[src/rtl/call_ret_predecode.sv]
// Fetch-side call/return predecode in front of the return address stack.
// Classifies RV32 JAL/JALR as call/return/plain jump, drives the RAS
// push/pop/return-address controls, holds one registered slot toward
// decode and issues a one-cycle registered redirect to the next-PC mux.
// Optional: define STATIC_BRANCH_PRED_EN to predict backward conditional
// branches taken.
module call_ret_predecode #(
    parameter int unsigned XLEN    = 32,
    parameter int unsigned X5_LINK = 1
) (
    input  logic            clk,
    input  logic            reset,
    input  logic            flush,
    input  logic            fetch_valid,
    output logic            fetch_ready,
    input  logic [XLEN-1:0] fetch_pc,
    input  logic [31:0]     fetch_instr,
    output logic            ras_push,
    output logic            ras_pop,
    output logic [XLEN-1:0] ras_return_addr,
    input  logic [XLEN-1:0] ras_predicted_return,
    input  logic            ras_valid,
    output logic            pd_valid,
    input  logic            pd_ready,
    output logic [XLEN-1:0] pd_pc,
    output logic [31:0]     pd_instr,
    output logic [1:0]      pd_kind,
    output logic            redirect_valid,
    output logic [XLEN-1:0] redirect_pc
);

    localparam logic [1:0] KIND_OTHER = 2'b00;
    localparam logic [1:0] KIND_JAL   = 2'b01;
    localparam logic [1:0] KIND_CALL  = 2'b10;
    localparam logic [1:0] KIND_RET   = 2'b11;

    localparam logic [6:0] OPC_JAL    = 7'b1101111;
    localparam logic [6:0] OPC_JALR   = 7'b1100111;
    localparam logic [6:0] OPC_BRANCH = 7'b1100011;

    localparam int unsigned JIMM_W = 21;
    localparam int unsigned BIMM_W = 13;

    logic [6:0]        opcode;
    logic [2:0]        funct3;
    logic [4:0]        rd;
    logic [4:0]        rs1;
    logic              is_jal;
    logic              is_jalr;
    logic              rd_link;
    logic              rs1_link;
    logic              accept;
    logic [JIMM_W-1:0] jal_imm;
    logic [XLEN-1:0]   jal_target;

    logic              push_c;
    logic              pop_c;
    logic [1:0]        kind_c;
    logic              redir_c;
    logic [XLEN-1:0]   target_c;

    assign opcode  = fetch_instr[6:0];
    assign funct3  = fetch_instr[14:12];
    assign rd      = fetch_instr[11:7];
    assign rs1     = fetch_instr[19:15];
    assign is_jal  = (opcode == OPC_JAL);
    assign is_jalr = (opcode == OPC_JALR) && (funct3 == 3'b000);

    // x1 is always a link register; x5 only when X5_LINK is set
    assign rd_link  = (rd == 5'd1)  || ((X5_LINK != 0) && (rd == 5'd5));
    assign rs1_link = (rs1 == 5'd1) || ((X5_LINK != 0) && (rs1 == 5'd5));

    // handshake: slot can take a new entry when empty or draining this cycle
    assign fetch_ready = ~pd_valid | pd_ready;
    assign accept      = fetch_valid & fetch_ready & ~flush & ~reset;

    assign jal_imm    = {fetch_instr[31], fetch_instr[19:12], fetch_instr[20],
                         fetch_instr[30:21], 1'b0};
    assign jal_target = fetch_pc + {{(XLEN-JIMM_W){jal_imm[JIMM_W-1]}}, jal_imm};

`ifdef STATIC_BRANCH_PRED_EN
    logic              is_branch;
    logic [BIMM_W-1:0] br_imm;
    logic [XLEN-1:0]   br_target;

    assign is_branch = (opcode == OPC_BRANCH);
    assign br_imm    = {fetch_instr[31], fetch_instr[7], fetch_instr[30:25],
                        fetch_instr[11:8], 1'b0};
    assign br_target = fetch_pc + {{(XLEN-BIMM_W){br_imm[BIMM_W-1]}}, br_imm};
`endif

    // classify the offered instruction: RAS ops, slot kind and redirect target
    always_comb begin
        push_c   = 1'b0;
        pop_c    = 1'b0;
        kind_c   = KIND_OTHER;
        redir_c  = 1'b0;
        target_c = jal_target;
        if (is_jal) begin
            push_c  = rd_link;
            kind_c  = rd_link ? KIND_CALL : KIND_JAL;
            redir_c = 1'b1;
        end else if (is_jalr) begin
            if (rd_link) begin
                // rd!=rs1 with both links is a coroutine swap: replace top of stack
                push_c = 1'b1;
                pop_c  = rs1_link && (rd != rs1);
                kind_c = KIND_CALL;
            end else if (rs1_link) begin
                pop_c    = 1'b1;
                kind_c   = KIND_RET;
                redir_c  = ras_valid;
                target_c = ras_predicted_return;
            end
        end
`ifdef STATIC_BRANCH_PRED_EN
        else if (is_branch && fetch_instr[31]) begin
            redir_c  = 1'b1;
            target_c = br_target;
        end
`endif
    end

    assign ras_push        = accept & push_c;
    assign ras_pop         = accept & pop_c;
    assign ras_return_addr = fetch_pc + XLEN'(4);

    // output slot and one-cycle redirect pulse
    always_ff @(posedge clk) begin
        if (reset) begin
            pd_valid       <= 1'b0;
            pd_pc          <= '0;
            pd_instr       <= '0;
            pd_kind        <= KIND_OTHER;
            redirect_valid <= 1'b0;
            redirect_pc    <= '0;
        end else begin
            redirect_valid <= 1'b0;
            if (accept) begin
                pd_valid       <= 1'b1;
                pd_pc          <= fetch_pc;
                pd_instr       <= fetch_instr;
                pd_kind        <= kind_c;
                redirect_valid <= redir_c;
                if (redir_c) begin
                    redirect_pc <= target_c;
                end
            end else if (flush || pd_ready) begin
                pd_valid <= 1'b0;
            end
        end
    end

endmodule

[config.mk]
export PLATFORM = sky130hd
export DESIGN_NAME = call_ret_predecode
export DESIGN_NICKNAME = d
export VERILOG_FILES = /design/src/rtl/call_ret_predecode.sv
export SDC_FILE = /design/constraint.sdc
export NUM_CORES = 1
export LEC_CHECK = 0
export ABC_AREA = 1
export CORE_MARGIN = 2
export CORE_UTILIZATION = 40
export DETAILED_ROUTE_END_ITERATION = 6
export PLACE_DENSITY = 0.72
export SLEW_MARGIN = 10
export SYNTH_ARGS = -nofsm -noshare
export SYNTH_HDL_FRONTEND = slang
export SYNTH_SLANG_ARGS = --single-unit
export TNS_END_PERCENT = 5
[constraint.sdc]
create_clock -name clk -period 4.9 [get_ports clk]
set_clock_uncertainty 0.1 [all_clocks]
set_input_delay 0.49 -clock clk [delete_from_list [all_inputs] [get_ports clk]]
set_output_delay 0.49 -clock clk [all_outputs]
set_load 0.03 [all_outputs]
* Word-level counts from Yosys, hierarchy flattened
Cells that the tools add are included.
Storage, ports and cells: register bits 100
Cells by class: add/sub/neg operators 2, bitwise operators 10, multiplexer cells 22, eq/ne operators 7, reductions and logical operators 9
Operators with widths (count):
- 2-to-1 mux 32 bit | 4
- adder 32 x 3 -> 32 bit (second input constant) | 1
- adder 32 bit | 1
- == test 7 bit (second input constant) | 2
- 2-to-1 mux 1 bit | 13
- == test 5 x 1 -> 1 bit (second input constant) | 2
- == test 5 x 3 -> 1 bit (second input constant) | 2
- 2-to-1 mux 2 bit | 5
- AND 1 bit | 5
- inequality test 5 bit | 1
- NOT 1 bit | 4
- logical NOT 3 bit | 1
- logical OR 1 bit | 3
- logical AND 1 bit | 2
- AND reduction 2 bit | 1
- nonzero test 2 bit | 1
- OR reduction 2 bit | 1
- OR 1 bit | 1

* Logic depth before layout (Yosys ltp)
depth in word-level cells 7, gate-level depth with buffers 14

* Worst setup path after synthesis
Ideal clock, no wire load.
path type input-to-output, start input fetch_pc[2], end output ras_return_addr[28], path slack 2.294 ns, arrival 2.016 ns, buffers on the path 0, stages 8, path through ha_1 -> nand3_2 -> nor2_4 -> nand4_4 -> nor2_4 -> nand3_2 -> nor4_1 -> xor2_1
On the way: cells in the longest elaborated chain, start to end 1
RTL lines:
- from (decl) | RTL line 16 | input logic [XLEN-1:0] fetch_pc,
- adder 32 x 3 -> 32 bit | RTL line 126 | assign ras_return_addr = fetch_pc + XLEN'(4);
- to (decl) | RTL line 20 | output logic [XLEN-1:0] ras_return_addr,
No other way between the ends.

* Worst setup path in the final report
start input fetch_pc[3], end output ras_return_addr[30]
Same word-level chain as after synthesis.

==> results.yml <==
yosys:
  yosys_most_used_dff: "dfxtp_1"
  synth_cell_type_count: 41
  syn_nets: 1229
  ys_ff_latch: 100
  yosysSeqAreaShare_pct: 29.47
  synth_edf_count: 0
  synth_area_um2: 6793
  netlist_top_cells_area: "dfxtp_1 (29%), nand2_1 (15%), nor2_1 (9.7%), inv_1 (7.7%), a21oi_1 (6.3%)"
  ys_warn_count: 0
  avgSynthCellArea_um2: 6.203
  yosysTopAreaCell: "dfxtp_1"
  synth_top_area_share_pct: 29.47
  synth-async-reset-ratio_pct: 0
  synthCells: 1095
place:
  dp_hpwl_mm: 18.07
  routabilityCongestion: 0.8951
  portBuffers: 236
  dp_slack_ns: 1.109
clocking:
  cts.repair.resized: 0
  cts_buffers: 9
  clock_sink_count: 100
  cts_tree: "yes"
  htreeDepth: 3
  clkLatencyLatePin_ns: 0.36
  clockBufferDepth: 2
  postCtsHoldBufs: 0
  clk_pin_slew_ns: 0.08
  postCtsSetupBuffers: 0
  clockRootBuffer: "clkbuf_16"
detailed_routing:
  dr.pass1.iters: 5
  routed_via_density: 4.967
  ant_nets: 0
  num_vias: 7629
  wl_per_cell_um: 14.97
  post-route-drc-count: 0
  wl_mm: 22.99
  drt_iter0_drc: 392
timing:
  period_share_pct: 77.83
  fin_crit_ns: 3.814
  max_freq_mhz: 262.2
  final-setup-viol-count: 0
  tns_ns: 0
  rsz0062_at_grt: "false"
  report.final.slew_viol_count: 0
  timing.final.ws_setup_ns: 1.086
  tightestPinTransition_ns: 1.194
  relSlewSlack_pct: 20.41
  final_hold_viol_count: 0
layout:
  drive_above_1_share_pct: 4.103
  synthToLayoutAreaGrowth_pct: 41.35
  final_cell_mix: "nand2_1 (268), clkdlybuf4s50_1 (236), nor2_1 (175)"
  final_common_cell: "nand2_1"
  nets: 1445
  diodes: 0
die:
  dieArea_um2: 18040
  fp.dieW_um: 134.3
  initial_core_util_pct: 40.96
  placementRows: 47
  die_h_um: 134.3
  io_pins: 237
  core-area_um2: 16580
critical_path:
  arrival_ns: 3.22
  crit_path_max_fanout: 5
  critPathLaunchType: "primary input"
  crit_path_end_kind: "output pin"
  criticalPathCategory: "in -> out"
  crit_required_ns: 4.31
power:
  internal-power_w: 0.001473
  p_comb_share_pct: 29.6
  vdd_drop_max_mv: 0.1606
  power_density_nw_per_um2: 236.7
  leakage_nw: 4.521
  p_seq_share_pct: 37.6
  power_w: 0.002272
  clockPowerShare_pct: 32.8
  switching_share_pct: 35.18
  switchingPower_w: 0.0007995
global_route:
  grt_max_degree: 86
  grt_pass1_vias: 7444
  grt_pass1_wl_mm: 37.00
  grt_antenna_before_repair: 0
  grt.overflow.total: 0
  grtUsageTotal_pct: 25.80
hold_path:
  hold_class: "reg -> reg"
run_status:
  status: "completed"
run:
  max_cap_violations: 0
-- metal layers --
layer	share of wire (%)	global-route usage (%)	wire length [um]	vias up
met1	42	30.70	9721	3394
met2	47	44.30	10800	254
met3	7.5	6.198	1734	45
met5	0	0	0	-
met4	3.2	11.05	734	0
li1	-	-	-	3936
-- flip-flops by register name, indices dropped and copies added, names as in the netlist --
register        count
pd_instr           32
pd_pc              32
pd_valid            1
pd_kind             2
redirect_pc        32
redirect_valid      1
-- Yosys cell counts (3+ instances only) --
cell type and number:
nand3_1 55, clkbuf_1 15, nor4_1 3, nand4_1 10
dfxtp_1 100, o21ai_1 15, a31oi_1 4, nor3_1 12
nand2_1 268, buf_2 16, a211oi_1 3, nand3_2 3
a21oi_1 85, xor2_1 20, nor2_4 4, xnor2_1 11
buf_4 3, a21o_1 4, o21bai_1 3, nor2_1 175
or2_2 6, o21ai_0 75, nand2_2 3, ha_1 31
o211ai_1 3, inv_1 140, inv_2 7
-- through the flow --
step / hold WS [ns] / instance area, um^2 / std cells / util, %
after global routing: 0.3819 / 9602 / 1536 / 57.90
after floorplan: 0.4685 / 6793 / 1095 / -
after CTS: 0.3667 / 9602 / 1536 / 57.90
after global placement: 0.3517 / 9298 / 1520 / 56.07
after detailed placement: 0.3547 / 9298 / 1520 / 56.07
final: 0.3657 / 9602 / 1536 / 57.90
-- cells by family after synthesis --
logic type / count (synthesis) / synth area share [%]
compound gates: 195 / 15.20
flops: 100 / 29.47
simple gates: 553 / 34.70
fa+ha+maj: 32 / 6.005
xor+xnor: 31 / 3.997
buf+inv: 184 / 10.63
-- final timing paths --
kind | start | end | slack, ns | depth (start not counted)
setup / recovery | fetch_pc[3] | ras_return_addr[30] | 1.09 | 10
hold / removal | redirect_pc[5] | redirect_pc[5] | 0.37 | 2
hold reg to reg | redirect_pc[5] | redirect_pc[5] | 0.37 | 2
setup reg to reg | pd_valid | redirect_pc[11] | 2.35 | 9
-- power by group through the flow --
stage	Sequential (W)	Clock, W	Combinational [W]
global route	0.000857	0.000784	0.000740
detailed placement	0.000872	0	0.000670
global placement	0.000871	0	0.000668
CTS	0.000854	0.000754	0.000674
finish	0.000853	0.000746	0.000673
floorplan	0.000926	0	0.000328
-- cell type report --
| type | count | area, um^2 |
|---|---|---|
| tap | 220 | 275.3 |
| fill | 1634 | 6982 |
| multi-input combinational | 811 | 4069 |
| sequential | 100 | 2002 |
| timing repair buffer | 240 | 2392 |
| clock buffer | 9 | 225.2 |
| clock inverter | 7 | 78.83 |
| inverter | 149 | 559.3 |
-- critical path: stages --
cell	delay, ns
clkdlybuf4s50_1	0.57
ha_1	0.28
nand3_2	0.14
nor2_4	0.19
nand4_4	0.12
nor2_4	0.14
nand3_2	0.14
nor4_1	0.29
xor2_1	0.18
clkdlybuf4s50_1	0.68
Power figures use the tool's default switching activity.
